**src/rtl/imem_dmem_arbiter.sv**
```systemverilog
// imem_dmem_arbiter: D-over-IF arbiter for one shared word memory, with an IF starvation guard and local error responses.
// Optional perf counters (perf_conflicts, perf_if_stall, perf_starve) are built when MEM_ARB_PERF_EN is defined.
module imem_dmem_arbiter #(
    parameter int unsigned DEPTH_BYTES  = 4096,
    parameter int unsigned STARVE_LIMIT = 4
`ifdef MEM_ARB_PERF_EN
    ,
    parameter int unsigned CNT_W        = 32
`endif
) (
    input  logic        clk,
    input  logic        rst,
    input  logic        if_req,
    input  logic [31:0] if_addr,
    output logic        if_gnt,
    output logic        if_rvalid,
    output logic [31:0] if_rdata,
    output logic        if_err,
    input  logic        d_req,
    input  logic        d_we,
    input  logic [31:0] d_addr,
    input  logic [31:0] d_wdata,
    input  logic [3:0]  d_wstrb,
    output logic        d_gnt,
    output logic        d_rvalid,
    output logic [31:0] d_rdata,
    output logic        d_err,
    output logic        mem_en,
    output logic        mem_we,
    output logic [31:0] mem_addr,
    output logic [31:0] mem_wdata,
    output logic [3:0]  mem_wstrb,
    input  logic [31:0] mem_rdata
`ifdef MEM_ARB_PERF_EN
    ,
    output logic [CNT_W-1:0] perf_conflicts,
    output logic [CNT_W-1:0] perf_if_stall,
    output logic [CNT_W-1:0] perf_starve
`endif
);
    localparam int unsigned WC_W = STARVE_LIMIT > 0 ? $clog2(STARVE_LIMIT + 1) : 1;
    localparam logic [WC_W-1:0] WC_MAX = WC_W'(STARVE_LIMIT);
    localparam logic [31:0] LAST = 32'(DEPTH_BYTES - 4);

    typedef enum logic [1:0] {OWN_NONE, OWN_IF, OWN_D} owner_t;

    owner_t owner_q, owner_d;
    logic err_q, err_d, we_q, we_d;
    logic [WC_W-1:0] wait_cnt;
    logic guard, good;
    logic [31:0] addr;

    assign guard = STARVE_LIMIT != 0 && wait_cnt == WC_MAX;

    always_comb begin
        d_gnt = !rst && d_req && !(guard && if_req);
        if_gnt = !rst && if_req && !d_gnt;
        addr = d_gnt ? d_addr : if_addr;
        err_d = addr[1:0] != 2'b00 || addr > LAST;
        good = (d_gnt || if_gnt) && !err_d;
        we_d = d_gnt && d_we;
        owner_d = d_gnt ? OWN_D : if_gnt ? OWN_IF : OWN_NONE;
        mem_en = good;
        mem_we = good && we_d;
        mem_addr = addr;
        mem_wdata = d_wdata;
        mem_wstrb = mem_we ? d_wstrb : 4'b0000;
        // responses are suppressed while rst is high so a pending one is dropped immediately
        if_rvalid = !rst && owner_q == OWN_IF;
        d_rvalid = !rst && owner_q == OWN_D;
        if_err = if_rvalid && err_q;
        d_err = d_rvalid && err_q;
        if_rdata = if_rvalid && !err_q ? mem_rdata : 32'h0;
        d_rdata = d_rvalid && !err_q && !we_q ? mem_rdata : 32'h0;
    end

    always_ff @(posedge clk) begin
        if (rst) begin
            owner_q <= OWN_NONE;
            err_q <= 1'b0;
            we_q <= 1'b0;
            wait_cnt <= '0;
        end else begin
            owner_q <= owner_d;
            err_q <= err_d;
            we_q <= we_d;
            wait_cnt <= (!if_req || if_gnt) ? '0 : wait_cnt == WC_MAX ? wait_cnt : wait_cnt + 1'b1;
        end
    end

`ifdef MEM_ARB_PERF_EN
    always_ff @(posedge clk) begin
        if (rst) begin
            perf_conflicts <= '0;
            perf_if_stall <= '0;
            perf_starve <= '0;
        end else begin
            perf_conflicts <= perf_conflicts + CNT_W'(if_req && d_req);
            perf_if_stall <= perf_if_stall + CNT_W'(if_req && !if_gnt);
            perf_starve <= perf_starve + CNT_W'(guard && if_req && d_req);
        end
    end
`endif
endmodule

```
**config.mk**
```make
export PLATFORM = sky130hd
export DESIGN_NAME = imem_dmem_arbiter
export DESIGN_NICKNAME = d
export VERILOG_FILES = /design/src/rtl/imem_dmem_arbiter.sv
export SDC_FILE = /design/constraint.sdc
export NUM_CORES = 1
export LEC_CHECK = 0
export CAP_MARGIN = 20
export CORE_AREA = 5 5 105 107
export CTS_BUF_LIST = sky130_fd_sc_hd__clkbuf_4
export DETAILED_ROUTE_END_ITERATION = 8
export DIE_AREA = 0 0 110 112
export GPL_TIMING_DRIVEN = 0
export SLEW_MARGIN = 40
export SYNTH_ARGS = -nofsm -noshare
export SYNTH_HDL_FRONTEND = slang
export SYNTH_SLANG_ARGS = --single-unit
```
**constraint.sdc**
```tcl
create_clock -name clk -period 2.37 [get_ports clk]
set_input_delay 0.5925 -clock clk [delete_from_list [all_inputs] [get_ports clk]]
set_output_delay 0.5925 -clock clk [all_outputs]
set_load 0.005 [all_outputs]
```
# Word level (Yosys, flattened, before mapping)
# Index checks and enable logic that the tools add are counted.
# word_totals
regBits	7
out_inout_bits	140
word_cells	44
# op_classes
n_addsub	1
magnitude_cmp	1
n_eq_ne	3
mux	6
n_reduce_logical	28
# ops
op	count
32-bit 2-to-1 mux	3
32-bit by 12-bit > comparator with 1-bit output, second input constant	1
1-bit logical AND	15
1-bit zero test	7
4-bit 2-to-1 mux	1
2-bit OR reduction	2
3-bit by 1-bit adder with 3-bit output, second input constant	1
3-bit equality test, second input constant	1
1-bit logical OR	3
2-bit by 1-bit equality test with 1-bit output, second input constant	1
2-bit equality test, second input constant	1
2-bit 2-to-1 mux	1
2-bit nonzero test	1
1-bit 2-to-1 mux	1

# Depth between registers and ports, before layout
# Gate-level depths: netlist (run 1).
# depth
ltp_word	11
depth_mapped	8

# Worst setup path before layout (run 1)
# No wires, ideal clock.
# synth_timing
path_type	input-to-output
startpoint	input port if_addr[26]
endpoint	output port mem_en
arrival_ps	1652
required_ps	1778
setup_slack_ps	126
path_stages	4
path_buffers	0
path_cell_list	or4_1 > a211o_1 > a21oi_1 > and3_1
# synth_via
elab_chain_cells	5
# synth_lines
item	line_no	text
start: declaration	14	input logic [31:0] if_addr,
32-bit 2-to-1 mux	58	addr = d_gnt ? d_addr : if_addr;
32-bit by 12-bit > comparator with 1-bit output	59	err_d = addr[1:0] != 2'b00 || addr > LAST;
1-bit logical OR	59	
1-bit zero test	60	good = (d_gnt || if_gnt) && !err_d;
1-bit logical AND	60	
end: declaration	28	output logic mem_en,
# Every way passes these cells.

# Worst setup path in the final report (run 1)
# layout_timing
startpoint	input port if_addr[24]
endpoint	output port mem_en
# The elaborated chain is that of the path after synthesis.

==> results of run 1 <==
[metal layers]
layer  vias to the layer above  routed length, µm  global-route usage (%)
li1                       1391                  -                       -
met1                      1237               3450                    14.2
met2                       164               5820                    31.3
met3                         4               1350                    5.86
met4                         0                 85                    2.24
met5                         -                  0                       0
[how the worst max path moves through the flow]
| stage | depth (start not counted) | slack (ns) | start | endpoint |
|---|---|---|---|---|
| 2_1_floorplan | 4 | 0.13 | if_addr[26] | mem_en |
| 3_3_place_gp | 6 | -1.17 | d_addr[18] | mem_wstrb[2] |
| 3_5_place_dp | 6 | -1.20 | d_addr[18] | mem_wstrb[2] |
| 4_1_cts | 7 | -0.19 | d_addr[15] | mem_wstrb[1] |
| 5_1_grt | 7 | -0.22 | d_addr[15] | mem_wstrb[1] |
| 6_report | 6 | -0.19 | if_addr[24] | mem_en |
[layout make-up]
type | instances | share of cell area, %
timing repair inverter | 1 | 0.134
buffer | 41 | 8.19
tap | 136 | 3.64
timing repair buffer | 290 | 54.8
multi-input combinational | 210 | 29.0
inverter | 5 | 0.562
clock buffer | 4 | 0.642
sequential | 7 | 3.02
[layout by cell type, fill, tap and decap left out, types with 4 or more instances in the layout]
cell / netlist / final
clkdlybuf4s15_1: 0 / 10
clkbuf_2: 0 / 33
nor4_4: 0 / 4
buf_4: 32 / 64
clkdlybuf4s50_1: 0 / 99
dlymetal6s2s_1: 0 / 6
buf_2: 6 / 28
dlygate4sd2_1: 0 / 50
clkbuf_4: 0 / 4
and2_1: 72 / 60
clkbuf_16: 0 / 4
and2_4: 0 / 12
nor4_2: 2 / 4
dfxtp_1: 7 / 6
nand2_1: 98 / 98
buf_6: 0 / 28
buf_12: 0 / 4
[logic make-up after synthesis]
kind of cell / count (synthesis)
multiplexers: 1
buffers and inverters: 49
adder cells (fa/ha/maj): 2
AND/OR/NAND/NOR: 202
flip-flops: 7
AO/OA/AOI/OAI: 5
[stage by stage]
step	worst slack, ns	power (mW)	util, %	std cells	TNS (ns)
after detailed placement	-1.20	0.673	42.0	646	-102.30
after global routing	-0.221	0.862	46.6	694	-2.39
after CTS	-0.188	0.799	45.5	685	-1.07
after global placement	-1.17	0.669	42.0	646	-99.75
after floorplan	0.126	0.274	-	266	0
final	-0.186	0.799	46.6	694	-0.952
[registers in the layout, indices dropped and copies added, names as in the netlist]
name	flops
err_q	1
owner_q	2
wait_cnt	3
we_q	1
[power breakdown]
part | internal [mW] | switching [mW] | leakage [nW]
Combinational | 0.360 | 0.197 | 2.40
Sequential | 0.122 | 0.00426 | 0.0580
Clock | 0.0754 | 0.0390 | 0.0184
Total | 0.558 | 0.241 | 2.48
[repair_timing]
action                                  in CTS  in global routing
setup buffers                               31                 10
endpoints found under the setup margin     108                 73
gates resized for setup                    343                124
hold endpoints to repair                     0                  0
cloned                                       4                  2
pin swaps                                   30                 15
[Yosys cell counts]
library cell,n
inv_8,1
nand2_4,1
buf_2,6
o21bai_1,1
a211o_1,1
nor3_1,4
inv_1,3
nand4_1,1
nor3b_2,2
nand3b_1,1
buf_1,3
nand3_1,1
or4_1,1
mux2i_1,1
nand4_2,1
nand4_4,1
buf_4,32
o22ai_1,1
or3_2,1
nor2b_4,1
nor2_1,3
dfxtp_1,7
a21oi_1,2
nor3b_1,3
nor4_2,2
clkbuf_1,3
nor4_1,6
and2_1,72
ha_1,2
inv_2,1
and3_1,1
nand3_2,1
and2b_1,1
nand2_1,98
[worst min-delay path: stages, from the launching register on]
cell	delay, ns
dfxtp_2	0.32
inv_2	0.07
and2_1	0.11
==> results.yml, run 1 <==
status:
  status: "finished, violations left"
  violations: "negative setup slack"
critical_path:
  cp_data_required_time_ns: 1.78
  reg2reg_from: "wait_cnt[0]$_SDFFE_PP0P_"
  crit_path_start_kind: "primary input"
  worstReg2RegEnd: "err_q$_SDFF_PP0_"
  worst-path-max-fanout: 2
  worstRegToRegCells: 7
  critPathKind: "in -> out"
  crit_family: "simple AND/OR/NAND/NOR gates"
  path_buf_inv: 2
  max_stage_delay_ns: 0.53
  cp_data_arrival_time_ns: 1.96
  crit_path_cell_trace: "buf_6, or4_4, a211o_1, a21oi_2, and3_4, buf_6"
  r2r_slack_ns: 0.92
  cp-end-kind: "output port"
  cpMaxStageDelayCell: "or4_4"
  cp_common_cell: "buf_6"
final_layout:
  drive_gt1_share_pct: 38.5
  nNetsFinal: 698
  multi_input_area_um2: 1360
  antenna_cells: 0
  nFillCells: 1046
  seqCellArea_um2: 141
  syn_to_final_growth_pct: 192
  final_area_um2: 4680
clocking:
  clk_path_buf_depth: 2
  cts_hold_buf: 0
  path_clk_slew_ns: 0.05
  cts_max_level: 1
  cts.sinks: 7
  clockRootBuffer: "clkbuf_4"
  clk_latency_ns: 0.24
  cts_tree: "done"
  cts_buffers: 3
power_and_ir_drop:
  ir_drop_uv: 99.2
  p_leak_nw: 2.48
  p_per_area_nw_per_um2: 171
timing:
  rsz0062_at_grt: "true"
  fmax_ghz: 0.391
  period_share_pct: 108
  period_needed_ns: 2.56
  slew_headroom_pct: 76.1
  fin_ws_ns: -0.186
  tightest_slew_ns: 0.358
  hold_slack_ns: 0.525
  skew_ns: 0.000881
  slew_violations: 0
  finalSetupViolations: 12
  hold_viol: 0
worst_hold_path:
  hold_path_end: "wait_cnt[0]$_SDFFE_PP0P_"
  whs_path_depth: 2
  hp-class: "reg -> reg"
  holdCritStartpoint: "wait_cnt[0]$_SDFFE_PP0P_"
global_route:
  first_global_vias: 3028
  grt_pass1_wl_mm: 15.2
  antenna_found_initial: 0
  grt_usage_pct: 15.4
  grt_max_degree: 11
  grt_overflow: 0
die:
  die_h_um: 112
  initial_utilization_pct: 16.0
  die_w_um: 110
  die_area_um2: 12300
  std_cell_rows: 37
  ioPinCount: 277
  core_area_um2: 10000
routing:
  vias: 2796
  drtAntennaViolNets: 0
  wl_per_cell_um: 15.4
  wirelength_mm: 10.7
  drc: 0
  viasPerCell: 4.03
  dr.pass1.iters: 4
  drt_iter0_markers: 116
synthesis:
  synth_adder_area_share_pct: 1.56
  synth_area_um2: 1600
  synthDistinctLibCells: 34
  synth_mux_area_share_pct: 0.625
  ys_seq_area_share_pct: 8.74
  synth_top_family_by_area: "simple AND/OR/NAND/NOR gates"
  synth_warnings: 0
  synth_xor_area_share_pct: 0
  synth_largest_area_cell: "and2_1"
  syn_nets: 405
  synth_top_area_share_pct: 28.1
  synthSimpleGateAreaFrac_pct: 67.1
  synth_compound_area_share_pct: 2.03
  synthCells: 266
  synth.area.top_cells: "and2_1 (28%), nand2_1 (23%), buf_4 (15%), dfxtp_1 (8.7%), nor4_1 (2.3%)"
  post_synth.cell_area_avg_um2: 6.03
  ys_ff_latch: 7
job:
  drv_cap: 0
place:
  port_buffers: 244
  hpwl_mm: 8.86
  placed_area_um2: 4220
  gp_congestion: 0.805
(Power assumes the default switching activity.)
==> inputs of run 2 (changes only) <==
Settings changed: GPL_ROUTABILITY_DRIVEN set to 0.
==> results of run 2 <==
The final DEF is identical to that of run 1; final timing and power are the same.
==> inputs of run 3 (changes only) <==
Settings changed: GPL_ROUTABILITY_DRIVEN 0 to 1.
==> results of run 3 <==
The final DEF is identical to that of run 1; final timing and power are the same.
